$ cat src/rtl/dense_layer.sv
// Fully-connected neural layer: buffers IN_COUNT fixed-point samples, then for
// each of OUT_COUNT neurons accumulates sample*weight products streamed from an
// external weight RAM, adds the neuron bias, rescales, saturates and optionally
// applies ReLU before handing the result out over a valid/ready handshake.
//
// state  | meaning
// -------+-------------------------------------------------------------
// IDLE   | waiting for start
// LOAD   | capturing IN_COUNT input samples into the buffer
// MAC    | streaming weights, accumulating buffer[i]*weight (IN_COUNT+1 cycles)
// BIAS   | adding bias, rescaling and registering the neuron result
// OUT    | presenting the result until the consumer accepts it
module dense_layer #(
    parameter int IN_COUNT  = 10,
    parameter int OUT_COUNT = 3,
    parameter int DATA_SIZE = 16,
    parameter int FRAC_BITS = 8,
    parameter int RELU_EN   = 1
) (
    input  logic                                               clk,
    input  logic                                               rst,
    input  logic                                               start,
    input  logic                                               dataInValid,
    input  logic [DATA_SIZE-1:0]                               dataIn,
    output logic [$clog2(IN_COUNT*OUT_COUNT)-1:0]              weightAdr,
    input  logic [DATA_SIZE-1:0]                               weightData,
    output logic [((OUT_COUNT > 1) ? $clog2(OUT_COUNT) : 1)-1:0] biasAdr,
    input  logic [DATA_SIZE-1:0]                               biasData,
    output logic                                               busy,
    output logic                                               outValid,
    input  logic                                               outReady,
    output logic [DATA_SIZE-1:0]                               dataOut,
    output logic [((OUT_COUNT > 1) ? $clog2(OUT_COUNT) : 1)-1:0] outIdx
);

    localparam int WA_W = $clog2(IN_COUNT * OUT_COUNT);
    localparam int OB_W = (OUT_COUNT > 1) ? $clog2(OUT_COUNT) : 1;
    localparam int IW   = $clog2(IN_COUNT);
    localparam int CW   = $clog2(IN_COUNT + 1);
    localparam int AW   = 2 * DATA_SIZE + $clog2(IN_COUNT);
    localparam int AW1  = AW + 1;

    localparam logic signed [AW1-1:0] SAT_MAX =
        {{(AW1 - DATA_SIZE + 1){1'b0}}, {(DATA_SIZE - 1){1'b1}}};
    localparam logic signed [AW1-1:0] SAT_MIN =
        {{(AW1 - DATA_SIZE + 1){1'b1}}, {(DATA_SIZE - 1){1'b0}}};

    typedef enum logic [2:0] {
        S_IDLE,
        S_LOAD,
        S_MAC,
        S_BIAS,
        S_OUT
    } state_t;

    state_t                      state_q, state_d;
    logic [CW-1:0]               cnt_q, cnt_d;
    logic signed [DATA_SIZE-1:0] buf_q [IN_COUNT];
    logic signed [DATA_SIZE-1:0] buf_d [IN_COUNT];
    logic signed [AW-1:0]        acc_q, acc_d;
    logic [WA_W-1:0]             weight_adr_q, weight_adr_d;
    logic [OB_W-1:0]             bias_adr_q, bias_adr_d;
    logic                        out_valid_q, out_valid_d;
    logic [DATA_SIZE-1:0]        data_out_q, data_out_d;
    logic [OB_W-1:0]             out_idx_q, out_idx_d;

    logic [IW-1:0]                 wr_idx;
    logic [IW-1:0]                 rd_idx;
    logic signed [2*DATA_SIZE-1:0] prod;
    logic signed [AW1-1:0]         bias_ext;
    logic signed [AW1-1:0]         sum;
    logic signed [AW1-1:0]         shifted;
    logic [DATA_SIZE-1:0]          result;

    assign weightAdr = weight_adr_q;
    assign biasAdr   = bias_adr_q;
    assign busy      = (state_q != S_IDLE);
    assign outValid  = out_valid_q;
    assign dataOut   = data_out_q;
    assign outIdx    = out_idx_q;

    // Datapath: product of the previous cycle's address (RAM latency of one) and the final rescale
    always_comb begin
        wr_idx   = IW'(cnt_q);
        rd_idx   = IW'(cnt_q - CW'(1));
        prod     = $signed(buf_q[rd_idx]) * $signed(weightData);
        bias_ext = AW1'($signed(biasData)) <<< FRAC_BITS;
        sum      = AW1'(acc_q) + bias_ext;
        shifted  = sum >>> FRAC_BITS;
        if (shifted > SAT_MAX) begin
            result = SAT_MAX[DATA_SIZE-1:0];
        end else if (shifted < SAT_MIN) begin
            result = SAT_MIN[DATA_SIZE-1:0];
        end else begin
            result = shifted[DATA_SIZE-1:0];
        end
        if ((RELU_EN != 0) && result[DATA_SIZE-1]) begin
            result = '0;
        end
    end

    // Next-state and register updates for the sequencing FSM
    always_comb begin
        state_d      = state_q;
        cnt_d        = cnt_q;
        buf_d        = buf_q;
        acc_d        = acc_q;
        weight_adr_d = weight_adr_q;
        bias_adr_d   = bias_adr_q;
        out_valid_d  = out_valid_q;
        data_out_d   = data_out_q;
        out_idx_d    = out_idx_q;
        case (state_q)
            S_IDLE: begin
                if (start) begin
                    state_d      = S_LOAD;
                    cnt_d        = '0;
                    weight_adr_d = '0;
                    bias_adr_d   = '0;
                end
            end
            S_LOAD: begin
                if (dataInValid) begin
                    buf_d[wr_idx] = dataIn;
                    if (cnt_q == CW'(IN_COUNT - 1)) begin
                        cnt_d   = '0;
                        acc_d   = '0;
                        state_d = S_MAC;
                    end else begin
                        cnt_d = cnt_q + CW'(1);
                    end
                end
            end
            S_MAC: begin
                // cycle 0 only issues an address; data for it arrives next cycle
                if (cnt_q != '0) begin
                    acc_d = acc_q + AW'(prod);
                end
                if (cnt_q < CW'(IN_COUNT - 1)) begin
                    weight_adr_d = weight_adr_q + WA_W'(1);
                end
                if (cnt_q == CW'(IN_COUNT)) begin
                    cnt_d   = '0;
                    state_d = S_BIAS;
                end else begin
                    cnt_d = cnt_q + CW'(1);
                end
            end
            S_BIAS: begin
                data_out_d  = result;
                out_idx_d   = bias_adr_q;
                out_valid_d = 1'b1;
                state_d     = S_OUT;
            end
            S_OUT: begin
                if (outReady) begin
                    out_valid_d = 1'b0;
                    if (bias_adr_q == OB_W'(OUT_COUNT - 1)) begin
                        state_d = S_IDLE;
                    end else begin
                        // address sits on the last weight of this neuron, so +1 starts the next row
                        bias_adr_d   = bias_adr_q + OB_W'(1);
                        weight_adr_d = weight_adr_q + WA_W'(1);
                        acc_d        = '0;
                        cnt_d        = '0;
                        state_d      = S_MAC;
                    end
                end
            end
            default: begin
                state_d = S_IDLE;
            end
        endcase
    end

    // State and datapath registers with asynchronous abort
    always_ff @(posedge clk or posedge rst) begin
        if (rst) begin
            state_q      <= S_IDLE;
            cnt_q        <= '0;
            acc_q        <= '0;
            weight_adr_q <= '0;
            bias_adr_q   <= '0;
            out_valid_q  <= 1'b0;
            data_out_q   <= '0;
            out_idx_q    <= '0;
            for (int i = 0; i < IN_COUNT; i++) begin
                buf_q[i] <= '0;
            end
        end else begin
            state_q      <= state_d;
            cnt_q        <= cnt_d;
            acc_q        <= acc_d;
            weight_adr_q <= weight_adr_d;
            bias_adr_q   <= bias_adr_d;
            out_valid_q  <= out_valid_d;
            data_out_q   <= data_out_d;
            out_idx_q    <= out_idx_d;
            buf_q        <= buf_d;
        end
    end

endmodule

$ cat config.mk
export PLATFORM = sky130hd
export DESIGN_NAME = dense_layer
export DESIGN_NICKNAME = d
export VERILOG_FILES = /design/src/rtl/dense_layer.sv
export SDC_FILE = /design/constraint.sdc
export NUM_CORES = 1
export LEC_CHECK = 0
export ABC_AREA = 1
export CAP_MARGIN = 20
export CORE_MARGIN = 5
export CORE_UTILIZATION = 50
export DETAILED_ROUTE_END_ITERATION = 8
export DONT_BUFFER_PORTS = 1
export GPL_ROUTABILITY_DRIVEN = 0
export PLACE_DENSITY = 0.75
export SETUP_SLACK_MARGIN = 0.3
export SLEW_MARGIN = 20
export SYNTH_ARGS = -nofsm -noshare
export SYNTH_HDL_FRONTEND = slang
export SYNTH_SLANG_ARGS = --single-unit
$ cat constraint.sdc
create_clock -name clk -period 16.1 [get_ports clk]
set_clock_uncertainty 0.2 [all_clocks]
set_input_delay 3.22 -clock clk [delete_from_list [all_inputs] [get_ports clk]]
set_output_delay 3.22 -clock clk [all_outputs]
set_load 0.02 [all_outputs]
After elaboration in Yosys (flattened, before gate mapping) --
Cells that the tools add are included.
Storage, ports and cells: register bits 229, input port bits 53, output and inout bits 27
Operators by class: add/subtract/negate cells 6, multipliers 1, magnitude comparators 6, equality and inequality tests 15, mux-type cells 40, bitwise gates (word level) 2, reduce and logical (&&, ||, !) cells 16
Operators by type and width (number):
- $mux 36 | 5
- $bwmux 160 | 1
- $pmux 36 s3 | 1
- $mux 16 | 5
- $bmux 16 s4 | 1
- $demux 16 s4 | 1
- $add 36x24->37 | 1
- $add 36x32->36 | 1
- $mul 16x16->32 | 1
- $gt 29x16->1 const B | 1
- $lt 29x16->1 const B | 1
- $mux 4 | 6
- $mux 5 | 4
- $ne 2x2->1 const B | 8
- $pmux 4 s4 | 1
- $mux 15 | 1
- $mux 3 | 5
- $pmux 3 s5 | 1
- $pmux 5 s3 | 1
- $reduce_and 5->1 | 3
- $ge 5x5->1 const B | 2
- $not 4->5 | 2
- $reduce_bool 3->1 | 3
- $eq 4x4->1 const B | 2
- 21 further kinds | 28

Longest topological paths before layout --
Gate-level depths: netlist (run 1).
depth in word-level cells 9, depth in mapped cells 43, mapped depth without buffers 37

Worst setup path after synthesis (run 1) --
OpenSTA, ideal clock, no wires.
path type input to register, from input weightData[1], to register acc_q[35], data arrival time 8763 ps, data required time 15783 ps, slack 7019 ps, stages 23, buffers on the path 1, cells stage by stage buf_1 > inv_1 > nor2_1 > inv_1 > fa_1 > fa_1 > fa_1 > inv_1 > fa_1 > fa_1 > inv_1 > fa_1 > inv_1 > ha_1 > a21oi_1 > nor2_1 > nor2_1 > nor2_1 > a2111oi_0 > nand2_1 > or2_1 > nand3_1 > nand2_1
On the way: cells in the longest elaborated chain, start to end 4
Ends and longest elaborated chain:
- start: declaration | RTL line 26 | input logic [DATA_SIZE-1:0] weightData,
- $mul 16x16->32 | RTL line 86 | prod = $signed(buf_q[rd_idx]) * $signed(weightData);
- $add 36x32->36 | RTL line 137 | acc_d = acc_q + AW'(prod);
- $mux 36 | RTL line 136 | if (cnt_q != '0) begin
- $pmux 36 s3 | RTL line 113 | case (state_q)
- end signal: assignment | RTL line 181 | acc_q <= '0;
- end signal: assignment | RTL line 193 | acc_q <= acc_d;
- end: declaration | RTL line 60 | logic signed [AW-1:0] acc_q, acc_d;
Every way passes these cells. The select of a mux whose other input is x is not followed. A chain may end at the register's enable or synchronous reset.

Worst setup path after layout (run 1) --
from register cnt_q[0], to register acc_q[31]
On the way: cells in the longest elaborated chain, start to end 9, elaborated cells on any way between the ends 14, those cells by class add/sub: 2; mul: 1; eq/ne: 3; mux: 5; bitwise: 1; reduce/logical: 2
Ends and longest elaborated chain:
- start: declaration | RTL line 57 | logic [CW-1:0] cnt_q, cnt_d;
- start signal: assignment | RTL line 192 | cnt_q <= cnt_d;
- $sub 4x1->4 | RTL line 85 | rd_idx = IW'(cnt_q - CW'(1));
- $not 4->5 (not written as such) | RTL line 86
- $bmux 16 s4 | RTL line 86
- $mux 16 (not written as such) (2 in series) | RTL line 86
- $mul 16x16->32 | RTL line 86
- $add 36x32->36 | RTL line 137
- $mux 36 | RTL line 136
- $pmux 36 s3 | RTL line 113
Parallel ways exist; a longest one is shown, timed or not. The select of a mux whose other input is x is not followed.

==> impl_metrics.toml, run 1 <==
[sta]
drv_slew = 0
worstMarginPinSlew_ps = 981.2
hold_ws_ps = 282.9
fmax_mhz = 103.1
period_needed_ps = 9702
rsz0062_at_grt = "false"
setup_tns_ps = 0
hold_violations = 0
maxSlewHeadroom = 0.3452
setup_viol = 0
finalCritPeriodShare = 0.6026

[synth]
synthTopCellsByArea = "fa_1 (26%), dfrtp_1 (24%), nand2_1 (11%)"
synth-seq-area-share = 0.2384
synth.distinct_cells = 58
synth_nets = 3476
yosysTopAreaCellShare = 0.2634
netlist_instances = 2967
syn-cell-area_sq_um = 23940
yosysMostFrequentCell = "nand2_1"
avgSynthCellArea_sq_um = 8.068
ys_warn_count = 0
synth-edff-count = 0
synth_ff_type = "dfrtp_1"
yosysTopAreaCell = "fa_1"
synthArstFlopShare = 1.000
synth_common_cells = "nand2_1 (709), inv_1 (558), fa_1 (315)"
synth-seq-cells = 228

[outcome]
status = "finished, final reports clean"

[cells_and_area]
num-nets-final = 3427
fillers = 4362
diodes = 0
final_core_util = 0.5326
area_growth_pct = 5.797
drive_above_1_share = 0.06165

[global_routing]
grt_max_degree = 94
grt_overflow = 0
grt_pass1_wl_um = 100700
grt_pass1_vias = 19630
antenna_found_initial = 0
grt_usage = 0.2321

[setup_path]
crit_arrival_ps = 9960
cp-start-kind = "flop"
r2r_end = "acc_q[31]"
required_ps = 16350
ff2ff_path_depth = 36
crit_type = "flop to flop"
cp_slowest_cell = "fa_1"
crit_path_max_fanout = 39
path_common_cell = "nand2_1"
end_kind = "flop"
cp_slowest_stage_delay_ps = 880
r2r-start = "cnt_q[0]"
reg2reg_slack_ps = 6400

[clocking]
clk_pin_slew_ps = 60
htreeDepth = 1
cts_resized = 0
clock_path_buffers = 3
post_cts_buffers = 0
cts_root_buf = "clkbuf_16"
cts_tree = "yes"
clk_latency_ps = 570
clock-sinks = 228
cts_buffers = 26
hold_buffers = 0

[drt]
postRouteAntennaNets = 0
drtPass1Iterations = 5
finalWirelength_um = 60170
drt_iter0_drc = 1592
drc_errors = 0
vias = 19150
avgViaCountPerCell = 5.394
avgRoutedWirePerCell_um = 16.94

[min_path]
worstHoldStart = "buf_q[0]"
holdCritPathClass = "flop to flop"
min_path_cells = 2
hold_path_end = "buf_q[0]"

[floorplan]
dieArea_sq_um = 52350
die_h_um = 228.8
ioPinCount = 80
num_rows = 80
die_w_um = 228.8
start_util = 0.5034
coreArea_sq_um = 47550

[run]
maxCapViolCount = 0

[place]
dp_hpwl_um = 46210
port_buffers = 0
## worst max-delay path by stage
stage / to / depth (start not counted) / slack [ps] / from
finish: acc_q[31] / 36 / 6400 / cnt_q[0]
detailed placement: acc_q[31] / 36 / 6470 / cnt_q[0]
global placement: acc_q[31] / 36 / 6530 / cnt_q[0]
global route: acc_q[33] / 35 / 5780 / cnt_q[0]
floorplan: acc_q[0] / 1 / 6430 / rst
CTS: acc_q[31] / 36 / 6470 / cnt_q[0]
## cells by family after synthesis
group	count (synthesis)	synth area share
compound gates	447	0.1027
xor+xnor	32	0.01202
mux	17	0.007109
buf+inv	688	0.1112
fa+ha+maj	456	0.3371
other cells	1	0.0001567
flops	228	0.2384
simple gates	1098	0.1913
## area by class of cell
cell class / instances / area, sq um / share of cell area
multi-input combinational: 2051 / 15580 / 0.6153
sequential: 228 / 5707 / 0.2253
inverter: 590 / 2222 / 0.08775
tap: 615 / 769.5 / 0.03039
clock buffer: 35 / 724.4 / 0.02861
clock inverter: 11 / 161.4 / 0.006374
timing repair buffer: 21 / 157.7 / 0.006225
## cell usage in the layout (no fill, tap or decap), types with 26 or more instances in the layout
cell,instances
inv_2,30
a21oi_1,140
nor2_1,197
nand3_1,72
clkbuf_16,26
dfrtp_1,227
nand2_1,709
o21ai_0,238
fa_1,315
ha_1,141
inv_1,557
## worst max-delay path, delay by kind of cell, from the launching register on
kind | cells | cell delay, ps
mux | 1 | 140
compound gates | 4 | 590
buf+inv | 8 | 1870
simple gates | 15 | 1880
fa+ha+maj | 8 | 4490
flops | 1 | 340
## metal layers
layer / GRT usage / vias to the layer above / share of wire
met2: 0.4097 / 598 / 0.50
met5: 0 / - / 0
met1: 0.2998 / 9424 / 0.42
met3: 0.03975 / 107 / 0.063
li1: - / 9025 / -
met4: 0.05676 / 0 / 0.025
## flip-flops by register name, indices dropped and copies added (netlist names)
name	count
weightAdr	5
biasAdr	2
dataOut	15
state_q	3
cnt_q	4
acc_q	36
outIdx	2
buf_q	160
outValid	1
## metrics by stage
stage               instances  worst slack (ps)  area, sq um
global route             3551              5776        25320
finish                   3551              6398        25320
detailed placement       3505              6469        24440
floorplan                2967              6432        23940
global placement         3505              6535        24440
CTS                      3551              6473        25320
Power of run 1 is left out: the tool's default activity adds up to more than one toggle a clock period on the data nets, which glitch-free logic cannot reach.
==> run 2, diff against run 1 <==
==> constraint.sdc (replaced) <==
create_clock -name clk -period 10 [get_ports clk]
set_clock_uncertainty 0.2 [all_clocks]
set_input_delay 2 -clock clk [delete_from_list [all_inputs] [get_ports clk]]
set_output_delay 2 -clock clk [all_outputs]
set_load 0.02 [all_outputs]
==> run 2 against run 1 <==
  * Global-route usage about the same
  * Count of clock-buffer cells in the layout increased by 1
  * Highest routed layer unchanged
  * Sequential share of layout area about the same
  * Largest cell class unchanged
==> impl_metrics.toml, run 2 (synthesized netlist as in run 1, its figures left out) <==
[outcome]
status = "finished, final reports clean"

[place]
port_buffers = 0
dp_slack_ps = 1388
dpl_cell_area_sq_um = 24430
dp_hpwl_um = 48420

[drt]
drtPass1Iterations = 8
drt_iter0_drc = 1701
finalWirelength_um = 60770
drc_errors = 0
postRouteAntennaNets = 0
avgRoutedWirePerCell_um = 17.10
avgViaCountPerCell = 5.406
vias = 19210

[sta]
setup_tns_ps = 0
maxSlewHeadroom = 0.3039
finalCritPeriodShare = 0.8717
period_needed_ps = 8717
drv_slew = 0
hold_violations = 0
rsz0062_at_grt = "false"
fin_ws_ps = 1283
worstMarginPinSlew_ps = 1044
fmax_mhz = 114.7
setup_viol = 0

[cells_and_area]
drive_above_1_share = 0.06263
diodes = 0
layout_common_cells = "nand2_1 (709), inv_1 (557), fa_1 (315), o21ai_0 (238), dfrtp_1 (227)"
largest_reg_flops = 160
design_area_sq_um = 25360
num-nets-final = 3427
largest_register = "buf_q"
area_growth_pct = 5.933
final_common_cell = "nand2_1"

[setup_path]
end_kind = "flop"
cp-start-kind = "flop"
crit_type = "flop to flop"
r2r_end = "acc_q[34]"
reg2reg_slack_ps = 1280
crit_start = "cnt_q[0]"
required_ps = 10250
crit_path_max_fanout = 32
crit_arrival_ps = 8960
r2r-start = "cnt_q[0]"
ff2ff_path_depth = 27
cp-endpoint = "acc_q[34]"

[global_routing]
grt_usage = 0.2317
grt_max_degree = 87
grt_pass1_wl_um = 100500
grt_overflow = 0
grt_pass1_vias = 19030
antenna_found_initial = 0

[floorplan]
coreArea_sq_um = 47550
ioPinCount = 80
num_rows = 80
dieArea_sq_um = 52350
die_h_um = 228.8
start_util = 0.5034
die_w_um = 228.8

[clocking]
cts_resized = 0
cts_root_buf = "clkbuf_16"
clk_latency_ps = 570
clk_pin_slew_ps = 60
cts_tree = "yes"
clock_path_buffers = 3
cts_buffers = 27
clock-sinks = 228
post_cts_buffers = 0
hold_buffers = 0
htreeDepth = 1

[min_path]
holdCritPathClass = "flop to flop"

[run]
maxCapViolCount = 0
==> run 2: metal layers <==
metal | global-route usage | vias up | wire length (um)
met1 | 0.3174 | 9362 | 25550
li1 | - | 9024 | -
met4 | 0.05976 | 0 | 1772
met2 | 0.3930 | 687 | 29590
met3 | 0.03106 | 134 | 3854
met5 | 0 | - | 0
==> run 2: layout make-up <==
type | instances | area (sq um)
Fill cell | 4360 | 22190
Inverter | 590 | 2222
Tap cell | 615 | 769.5
Timing Repair Buffer | 20 | 153.9
Clock inverter | 13 | 167.7
Sequential cell | 228 | 5707
Multi-Input combinational cell | 2051 | 15590
Clock buffer | 36 | 749.5
==> run 2: how the worst min path moves through the flow <==
stage,startpoint,end,slack [ps],cells past startpoint
finish,buf_q[22],buf_q[22],280,2
global route,buf_q[104],buf_q[104],300,2
CTS,buf_q[24],buf_q[24],290,2
detailed placement,buf_q[9],buf_q[9],270,2
global placement,buf_q[3],buf_q[3],270,2
floorplan,buf_q[0],buf_q[0],250,2
==> run 2: worst max-delay path: stages, from the launching register on <==
cell and delay (ps):
dfrtp_2 410, inv_2 380, ha_1 400, xnor2_2 150
buf_4 350, nand2_1 400, o21ai_0 260, nand2_1 210
clkinv_1 230, nand2_1 140, fa_1 570, fa_1 730
fa_1 720, inv_1 130, fa_1 560, fa_1 520
inv_1 50, fa_1 480, inv_1 50, ha_1 320
inv_1 90, nor3_1 430, inv_1 100, o311a_1 330
o21ai_0 110, a21oi_1 90, o21ai_0 100, nand2_1 70
==> run 2: metrics by stage <==
stage / util / instances / hold WS (ps)
2_1_floorplan: - / 2967 / 252.3
6_report: 0.5333 / 3553 / 282.0
4_1_cts: 0.5331 / 3553 / 286.2
3_3_place_gp: 0.5138 / 3504 / 265.3
5_1_grt: 0.5333 / 3553 / 300.6
3_5_place_dp: 0.5138 / 3504 / 272.6
Power of run 2 is left out for the same reason.
==> run 3, diff against run 2 <==
--- a/config.mk
+++ b/config.mk
@@ -12,7 +12,6 @@
 export DETAILED_ROUTE_END_ITERATION = 8
 export DONT_BUFFER_PORTS = 1
 export GPL_ROUTABILITY_DRIVEN = 0
-export PLACE_DENSITY = 0.75
 export SETUP_SLACK_MARGIN = 0.3
 export SLEW_MARGIN = 20
 export SYNTH_ARGS = -nofsm -noshare
==> run 3 against run 2 <==
  * First-iteration DRC count down 29%
  * Flip-flop and latch count unchanged
  * Final area up 0.66%
  * Non-clock buffer count up 7
  * Critical path depth up 2
  * Die area unchanged
  * Via count down 0.71%
  * Sequential share of layout area down 0.15 points
  * Worst setup slack worse by 390 ps
  * Register-to-register slack worse by 390 ps
  * Largest cell class unchanged
  * Highest routed layer unchanged
==> impl_metrics.toml, run 3 (synthesized netlist as in run 1, its figures left out) <==
[outcome]
status = "finished, final reports clean"

[global_routing]
antenna_found_initial = 0
grt_overflow = 0
grt_pass1_vias = 19420
grt_pass1_wl_um = 104000
grt_usage = 0.2443
grt_max_degree = 114

[cells_and_area]
layout_common_cells = "nand2_1 (709), inv_1 (557), fa_1 (315), o21ai_0 (238), dfrtp_1 (227)"
design_area_sq_um = 25520
diodes = 0
area_growth_pct = 6.633
final_common_cell = "nand2_1"
drive_above_1_share = 0.06547
largest_reg_flops = 160
largest_register = "buf_q"
num-nets-final = 3435

[clocking]
cts_resized = 0
hold_buffers = 0
cts_buffers = 28
cts_root_buf = "clkbuf_16"
clock_path_buffers = 3
clk_latency_ps = 570
post_cts_buffers = 0
htreeDepth = 1
clk_pin_slew_ps = 60
clock-sinks = 228
cts_tree = "yes"

[sta]
maxSlewHeadroom = 0.3228
setup_viol = 0
hold_violations = 0
finalCritPeriodShare = 0.9103
worstMarginPinSlew_ps = 990.2
period_needed_ps = 9103
rsz0062_at_grt = "false"
drv_slew = 0
fmax_mhz = 109.8
setup_tns_ps = 0

[run]
maxCapViolCount = 0

[place]
dp_hpwl_um = 50480
dpl_cell_area_sq_um = 24480
port_buffers = 0

[drt]
finalWirelength_um = 63690
drtPass1Iterations = 5
avgViaCountPerCell = 5.353
postRouteAntennaNets = 0
drt_iter0_drc = 1213
drc_errors = 0
vias = 19070
avgRoutedWirePerCell_um = 17.87

[min_path]
holdCritPathClass = "flop to flop"

[floorplan]
die_w_um = 228.8
num_rows = 80
dieArea_sq_um = 52350
start_util = 0.5034
die_h_um = 228.8
coreArea_sq_um = 47550
ioPinCount = 80

[setup_path]
path_buf_inv = 9
required_ps = 10260
crit_family = "adder cells"
crit_type = "flop to flop"
cp_slowest_cell = "a2111oi_0"
end_kind = "flop"
cp-start-kind = "flop"
crit_path_max_fanout = 68
crit_arrival_ps = 9360
cp_slowest_stage_delay_ps = 790
run 3: changes by cell type in the layout (fill, tap and decap cells not counted):
cell       before  now
clkinv_2        5    2
bufinv_16       3    6
inv_16          1    0
nand3_2        13   12
inv_6           1    2
buf_6           1    0
clkbuf_16      27   28
buf_4          19   27
nand3_1        71   72
clkbuf_8        4    6
clkinv_8        0    1
clkinv_4        1    0
run 3: final timing paths:
path                       startpoint            to  slack, ps  cells after the start
min                         buf_q[60]     buf_q[60]        280                      2
max reg2reg                  cnt_q[0]     acc_q[35]        900                     29
max                          cnt_q[0]     acc_q[35]        900                     29
min reg2reg                 buf_q[60]     buf_q[60]        280                      2
min in group asynchronous         rst  weightAdr[4]       1200                      1
max in group asynchronous         rst   dataOut[13]       7000                      2
run 3: per-layer routing:
metal | GRT usage | wire (um)
met5 | 0 | 0
met4 | 0.06352 | 1878
met3 | 0.03391 | 3186
met2 | 0.4287 | 31950
met1 | 0.3211 | 26680
run 3: cell type report:
class | count | area [sq um]
Tap cell | 615 | 769.5
Timing Repair Buffer | 27 | 202.7
Clock buffer | 39 | 802.0
Fill cell | 4503 | 22020
Sequential cell | 228 | 5707
Inverter | 590 | 2222
Multi-Input combinational cell | 2051 | 15580
Clock inverter | 13 | 239.0
run 3: through the flow:
stage,setup slack [ps],cells,hold slack (ps),utilization
2_1_floorplan,1552,2967,252.3,-
3_3_place_gp,1243,3511,264.6,0.5149
3_5_place_dp,1204,3511,272.4,0.5149
4_1_cts,1102,3563,287.0,0.5368
5_1_grt,506.8,3563,300.9,0.5368
6_report,896.5,3563,281.0,0.5368
run 3: worst min-delay path, stage by stage, from the launching register on:
cell and delay, ps:
dfrtp_1 340, nand2_1 50, o21ai_0 60
Power of run 3 is left out for the same reason.
